==> src/rtl/text_scroll_ctrl_m.sv <==
// TXBL clear / scroll-up engine sharing the single TXBL write port with the CPU (CPU wins).
// Build option: define TEXT_SCROLL_EN to include SCROLL_UP; otherwise SCROLL_UP pulses err.
module text_scroll_ctrl_m #(
  parameter int ROWS = 30,
  parameter int COLS = 32
) (
  input  logic       cpu_clk,
  input  logic       rst,
  input  logic       cmd_valid,
  output logic       cmd_ready,
  input  logic       cmd_op,
  input  logic [4:0] cmd_rows,
  input  logic [7:0] cmd_fill,
  input  logic       cpu_we,
  input  logic [9:0] cpu_addr,
  input  logic [7:0] cpu_wdata,
  output logic       txbl_we,
  output logic [9:0] txbl_addr,
  output logic [7:0] txbl_wdata,
  output logic [9:0] txbl_raddr,
  input  logic [7:0] txbl_rdata,
  output logic       busy,
  output logic       done,
  output logic       err
);

  typedef enum logic [2:0] {
    S_IDLE  = 3'd0,
    S_FILL  = 3'd1,
`ifdef TEXT_SCROLL_EN
    S_SC_RD = 3'd2,
    S_SC_WR = 3'd3,
`endif
    S_DONE  = 3'd4
  } state_t;

  state_t     state_q, state_d;
  logic [4:0] row_q, row_d, col_q, col_d;
  logic [7:0] fill_q, fill_d;
  logic       err_q, err_d;
  logic       eng_we;
  logic [7:0] eng_data;
  logic       col_last;

  assign col_last = (col_q == 5'(COLS - 1));

`ifdef TEXT_SCROLL_EN
  logic [4:0] n_q, n_d;
  logic [5:0] src_row;
  // 6-bit sum so the source-row comparison cannot alias after truncation
  assign src_row = {1'b0, row_q} + {1'b0, n_q};
`else
  logic unused_ok;
  assign unused_ok = ^{cmd_rows, txbl_rdata};
`endif

  always_ff @(posedge cpu_clk) begin
    if (rst) begin
      state_q <= S_IDLE;
      row_q   <= '0;
      col_q   <= '0;
      fill_q  <= '0;
      err_q   <= 1'b0;
`ifdef TEXT_SCROLL_EN
      n_q     <= '0;
`endif
    end else begin
      state_q <= state_d;
      row_q   <= row_d;
      col_q   <= col_d;
      fill_q  <= fill_d;
      err_q   <= err_d;
`ifdef TEXT_SCROLL_EN
      n_q     <= n_d;
`endif
    end
  end

  always_comb begin
    state_d = state_q;
    row_d   = row_q;
    col_d   = col_q;
    fill_d  = fill_q;
    err_d   = 1'b0;
`ifdef TEXT_SCROLL_EN
    n_d     = n_q;
`endif
    unique case (state_q)
      S_IDLE: begin
        if (cmd_valid) begin
          fill_d = cmd_fill;
          row_d  = '0;
          col_d  = '0;
          if (!cmd_op) begin
            state_d = S_FILL;
          end else begin
`ifdef TEXT_SCROLL_EN
            n_d = cmd_rows;
            if (cmd_rows == 5'd0)                     state_d = S_DONE;
            else if ({1'b0, cmd_rows} >= 6'(ROWS))    state_d = S_FILL;
            else                                      state_d = S_SC_RD;
`else
            err_d = 1'b1;
`endif
          end
        end
      end
      S_FILL: begin
        if (eng_we) begin
          col_d = col_q + 5'd1;
          if (col_last) begin
            col_d = '0;
            row_d = row_q + 5'd1;
            if (row_q == 5'(ROWS - 1)) state_d = S_DONE;
          end
        end
      end
`ifdef TEXT_SCROLL_EN
      S_SC_RD: state_d = S_SC_WR;
      // A stalled write stays in SC_WR so the read port keeps re-reading the source cell
      S_SC_WR: begin
        if (eng_we) begin
          state_d = S_SC_RD;
          col_d   = col_q + 5'd1;
          if (col_last) begin
            col_d = '0;
            row_d = row_q + 5'd1;
            if (src_row == 6'(ROWS - 1)) state_d = S_FILL;
          end
        end
      end
`endif
      S_DONE:  state_d = S_IDLE;
      default: state_d = S_IDLE;
    endcase
  end

  always_comb begin
    eng_we     = 1'b0;
    eng_data   = fill_q;
    txbl_raddr = '0;
    if (state_q == S_FILL) eng_we = !cpu_we && !rst;
`ifdef TEXT_SCROLL_EN
    if (state_q == S_SC_WR) begin
      eng_we   = !cpu_we && !rst;
      eng_data = txbl_rdata;
    end
    if (state_q == S_SC_RD || state_q == S_SC_WR) txbl_raddr = {src_row[4:0], col_q};
`endif
    txbl_we    = cpu_we | eng_we;
    txbl_addr  = cpu_we ? cpu_addr  : {row_q, col_q};
    txbl_wdata = cpu_we ? cpu_wdata : eng_data;
    cmd_ready  = (state_q == S_IDLE);
    busy       = (state_q != S_IDLE);
    done       = (state_q == S_DONE) && !rst;
    err        = err_q;
  end

endmodule

==> config.mk <==
export PLATFORM = sky130hd
export DESIGN_NAME = text_scroll_ctrl_m
export DESIGN_NICKNAME = d
export VERILOG_FILES = /design/src/rtl/text_scroll_ctrl_m.sv
export SDC_FILE = /design/constraint.sdc
export NUM_CORES = 1
export LEC_CHECK = 0
export CAP_MARGIN = 20
export CELL_PAD_IN_SITES_DETAIL_PLACEMENT = 0
export CELL_PAD_IN_SITES_GLOBAL_PLACEMENT = 1
export CORE_ASPECT_RATIO = 0.9
export CORE_MARGIN = 4
export CORE_UTILIZATION = 26
export DETAILED_ROUTE_END_ITERATION = 10
export PLACE_DENSITY = 0.88
export SLEW_MARGIN = 20
export SYNTH_ARGS = -nofsm -noshare
export SYNTH_HDL_FRONTEND = slang
export SYNTH_SLANG_ARGS = --single-unit
==> constraint.sdc <==
create_clock -name cpu_clk -period 2.4 [get_ports cpu_clk]
set_clock_uncertainty 0.05 [all_clocks]
set_input_delay 0.72 -clock cpu_clk [delete_from_list [all_inputs] [get_ports cpu_clk]]
set_output_delay 0.72 -clock cpu_clk [all_outputs]
set_load 0.03 [all_outputs]
# Word level (Yosys, flattened, before mapping)
# Cells that the tools add are included.
[word_totals] reg_bits=22 wordCells=48 input_bits=44 out_inout_bits=33
[op_classes] n_reduce_logical=12 n_addsub=2 n_bitwise=3 n_mux=17 eq_ne=9
[op_table] op="2-to-1 mux 5 bit" n=5
[op_table] op="one-hot mux 5 bit (2 select lines)" n=2
[op_table] op="2-to-1 mux 3 bit" n=5
[op_table] op="adder 5 x 1 -> 5 bit, second input constant" n=2
[op_table] op="equality test 5 bit, second input constant" n=2
[op_table] op="2-to-1 mux 10 bit" n=1
[op_table] op="inequality test 2 bit, second input constant" n=5
[op_table] op="2-to-1 mux 8 bit" n=1
[op_table] op="one-hot mux 3 bit (2 select lines)" n=1
[op_table] op="AND reduction 5 bit" n=1
[op_table] op="AND reduction 4 bit" n=1
[op_table] op="equality test 3 x 1 -> 1 bit, second input constant" n=1
[op_table] op="equality test 3 bit, second input constant" n=1
[op_table] op="zero test 3 bit" n=1
[op_table] op="AND reduction 3 bit" n=1
[op_table] op="nonzero test 3 bit" n=1
[op_table] op="OR reduction 3 bit" n=1
[op_table] op="logical AND 1 bit" n=2
[op_table] op="zero test 1 bit" n=2
[op_table] op="2-to-1 mux 1 bit" n=2
[op_table] op="inverter 1 bit" n=2
[op_table] op="AND reduction 2 bit" n=1
[op_table] op="nonzero test 2 bit" n=1
[op_table] op="bitwise OR 1 bit" n=1

# Logic depth before layout (Yosys ltp)
[logic_depth] ltp_word=5 mapped_depth=6 depth_no_buf=6

# Least setup slack after synthesis
# Ideal clock, no wire load.
[synth_path] path_kind="input to output" startpoint="in rst" endpoint="out done" path_stages=2 required_ns=1.630 path_slack_ns=-0.008 arrival_time_ns=1.638 path_buffers=1 path_cell_list="clkbuf_1 nor3b_1"
[synth_between] elab_chain_cells=2
[synth_rtl] element="start: declaration" line_no="8" source="input logic rst,"
[synth_rtl] element="zero test 1 bit" line_no="155" source="done = (state_q == S_DONE) && !rst;"
[synth_rtl] element="logical AND 1 bit" line_no="155"
[synth_rtl] element="end: declaration" line_no="23" source="output logic done,"
# No other way between the ends.

# Final worst setup path
[layout_path] startpoint="in cpu_we" endpoint="out txbl_addr[7]"
[layout_between] elab_chain_cells=1
[layout_rtl] element="start: declaration" line_no="14" source="input logic cpu_we,"
[layout_rtl] element="2-to-1 mux 10 bit" line_no="151" source="txbl_addr = cpu_we ? cpu_addr : {row_q, col_q};"
[layout_rtl] element="end: declaration" line_no="18" source="output logic [9:0] txbl_addr,"
# No other way between the ends.

==> flow_summary.toml <==
[timing]
hold_viol_final = 0
fin_crit_sh = 0.994
rsz0062_at_grt = "yes"
fmax_mhz = 419
setup_tns_ps = 0
setup_violations = 0
hold_ws_ps = 408
fin_crit_ps = 2380
slew_viol_final = 0

[synth]
synthFlopType = "dfxtp_1"
synth_seq_cells = 21
yosysSeqAreaShare = 0.323
synth_area_per_cell_um2 = 8.51
synth_top_area_share = 0.323
synth_area_mm2 = 0.00130
synthTopCellsByCount = "21 x dfxtp_1, 21 x nand2_1, 17 x mux2_2, 15 x a21oi_1, 11 x buf_4"
synth_area_leader_cell = "dfxtp_1"
yosysWarnings = 0
yosys-top-cells-area = "dfxtp_1 32%, mux2_2 15%, buf_4 6.3%, nand2_1 6.1%, a21oi_1 5.8%"
ys_types = 37
synthCells = 153
synth_edf_count = 0
synthArstFlopShare = 0

[pwr]
leakage_uw = 0.000846
power_frac_comb = 0.322
ir_drop_mv = 0.230
p_sw_uw = 267
power_per_cell_area_mw_per_mm2 = 437
swShare = 0.301
clkPwrFrac = 0.264
p_seq_frac = 0.414
internal_power_uw = 619

[placement]
gp_congestion = 0.734
dp_hpwl_mm = 2.56
portBuffers = 53

[setup_path]
crit_type = "in2out"
cp_max_fo = 12
start_kind = "input pin"
required_ps = 1630
end_kind = "output port"
critPathLaunch = "cpu_we"
r2r_start = "col_q[0]"
worstPathArrival_ps = 1610
reg2reg_depth = 6
r2r_end = "row_q[4]"
r2r_setup_slack_ps = 550

[hold_path]
hp-class = "reg2reg"
min_path_cells = 2
worstHoldEndpoint = "eng_data[4]"
hp-start = "eng_data[4]"

[routing]
drc = 0
ant_nets = 0
met1Wirelength_mm = 1.62
met2_length_mm = 1.69
dr_wl_met3_um = 288
via_per_inst = 4.52
vias = 1270
top_layer = "met4"
drt_iter0_markers = 65
dr.pass1.iters = 4
drt_wl_total_mm = 3.62
route.detailed.wl_per_inst_um = 12.9

[layout]
fin_nets = 265
drive_gt1_frac = 0.301
antenna_cells = 0
area_growth_pct = 55.4
fillers = 508

[clock_tree]
cts_max_path_buffers = 2
cts_buffers = 3
cts_sinks = 21
clockRootBuffer = "clkbuf_8"
cts_hold_buffers = 0
post_cts_buffers = 0
tritoncts = "yes"
clk_pin_slew_worst_paths_ps = 70
htree_levels = 1
clk_latency_ps = 260

[floorplan]
io_pins = 77
rows = 24
start_util = 0.269
die_h_um = 75.1
dieArea_mm2 = 0.00621
die_w_um = 82.6
core_mm2 = 0.00483

[global_route]
grt_pass1_wl_mm = 5.73
antenna_found_initial = 0
globalRoute.totalOverflow = 0
grt_max_degree = 13
grt_pass1_vias = 1212
grtUsageTotal = 0.122

[run]
drv_cap = 0

[outcome]
status = "complete, no violations"
==> power by group through the flow <==
stage | sequential, µW | clock (µW) | combinational (µW)
detailed placement | 375 | 0 | 279
floorplan | 375 | 0 | 162
finish | 367 | 234 | 285
global route | 369 | 260 | 305
global placement | 375 | 0 | 277
CTS | 367 | 248 | 279
==> per-layer routing <==
layer | vias up | global-route usage
met5 | - | 0
met4 | 0 | 0.0163
met3 | 3 | 0.0371
met2 | 41 | 0.207
met1 | 575 | 0.156
li1 | 651 | -
==> timing repair <==
item | 4_1_cts | 5_1_grt
endpoints found under the setup margin | 19 | 11
gates cloned | 2 | 0
gates resized for setup | 95 | 16
==> registers in the layout, summed over array words and instances, names as in the netlist <==
| signal | count |
|---|---|
| col_q | 5 |
| eng_data | 8 |
| err | 1 |
| row_q | 5 |
| state_q | 2 |
==> critical path, stage by stage <==
cell and delay [ps]:
buf_4 120, bufbuf_16 270, mux2_2 330, buf_4 170
==> cell families after synthesis <==
group,synth area share
muxes,0.170
buffers and inverters,0.101
adders and majority gates,0.0384
DFF,0.323
AOI/OAI and AO/OA,0.122
xor gates and xnor gates,0.00673
and+or+nand+nor,0.236
other,0.00288
==> layout make-up <==
cell class,count,area (µm²),area share
clock buffer,4,45.0,0.0222
inverter,3,11.3,0.00556
multi-input combinational,118,795,0.392
sequential,21,420,0.208
tap,65,81.3,0.0402
timing repair buffer,70,672,0.332
==> how the worst max path moves through the flow <==
stage | slack (ps) | depth (start not counted) | end
finish | 20 | 4 | txbl_addr[7]
CTS | 9 | 4 | txbl_addr[8]
detailed placement | -740 | 4 | txbl_addr[8]
global placement | -750 | 4 | txbl_addr[8]
global route | -10 | 4 | txbl_addr[5]
floorplan | 130 | 2 | txbl_addr[0]
==> cells in the final DEF (no fill, tap or decap), types with 3 or more instances in the layout <==
cell / instances
conb_1: 10
clkdlybuf4s50_1: 31
nand2_1: 21
o21ai_0: 3
mux2_2: 17
dfxtp_1: 21
or3_1: 3
a21oi_1: 15
ha_1: 4
buf_4: 23
nand2b_1: 4
nand3_1: 8
buf_2: 7
nor3_1: 3
mux2i_1: 3
buf_6: 5
clkbuf_8: 3
inv_1: 3
==> per-stage QoR <==
step                std cells  cell area, µm²  total power [µW]  setup WS [ps]   util
finish                    281            2020               885           15.3  0.419
global route              281            2020               934          -13.8  0.419
CTS                       281            1990               894           9.08  0.412
detailed placement        275            1960               654           -743  0.405
global placement          275            1960               652           -746  0.405
floorplan                 162            1340               537            132      -
(Power assumes the default switching activity.)
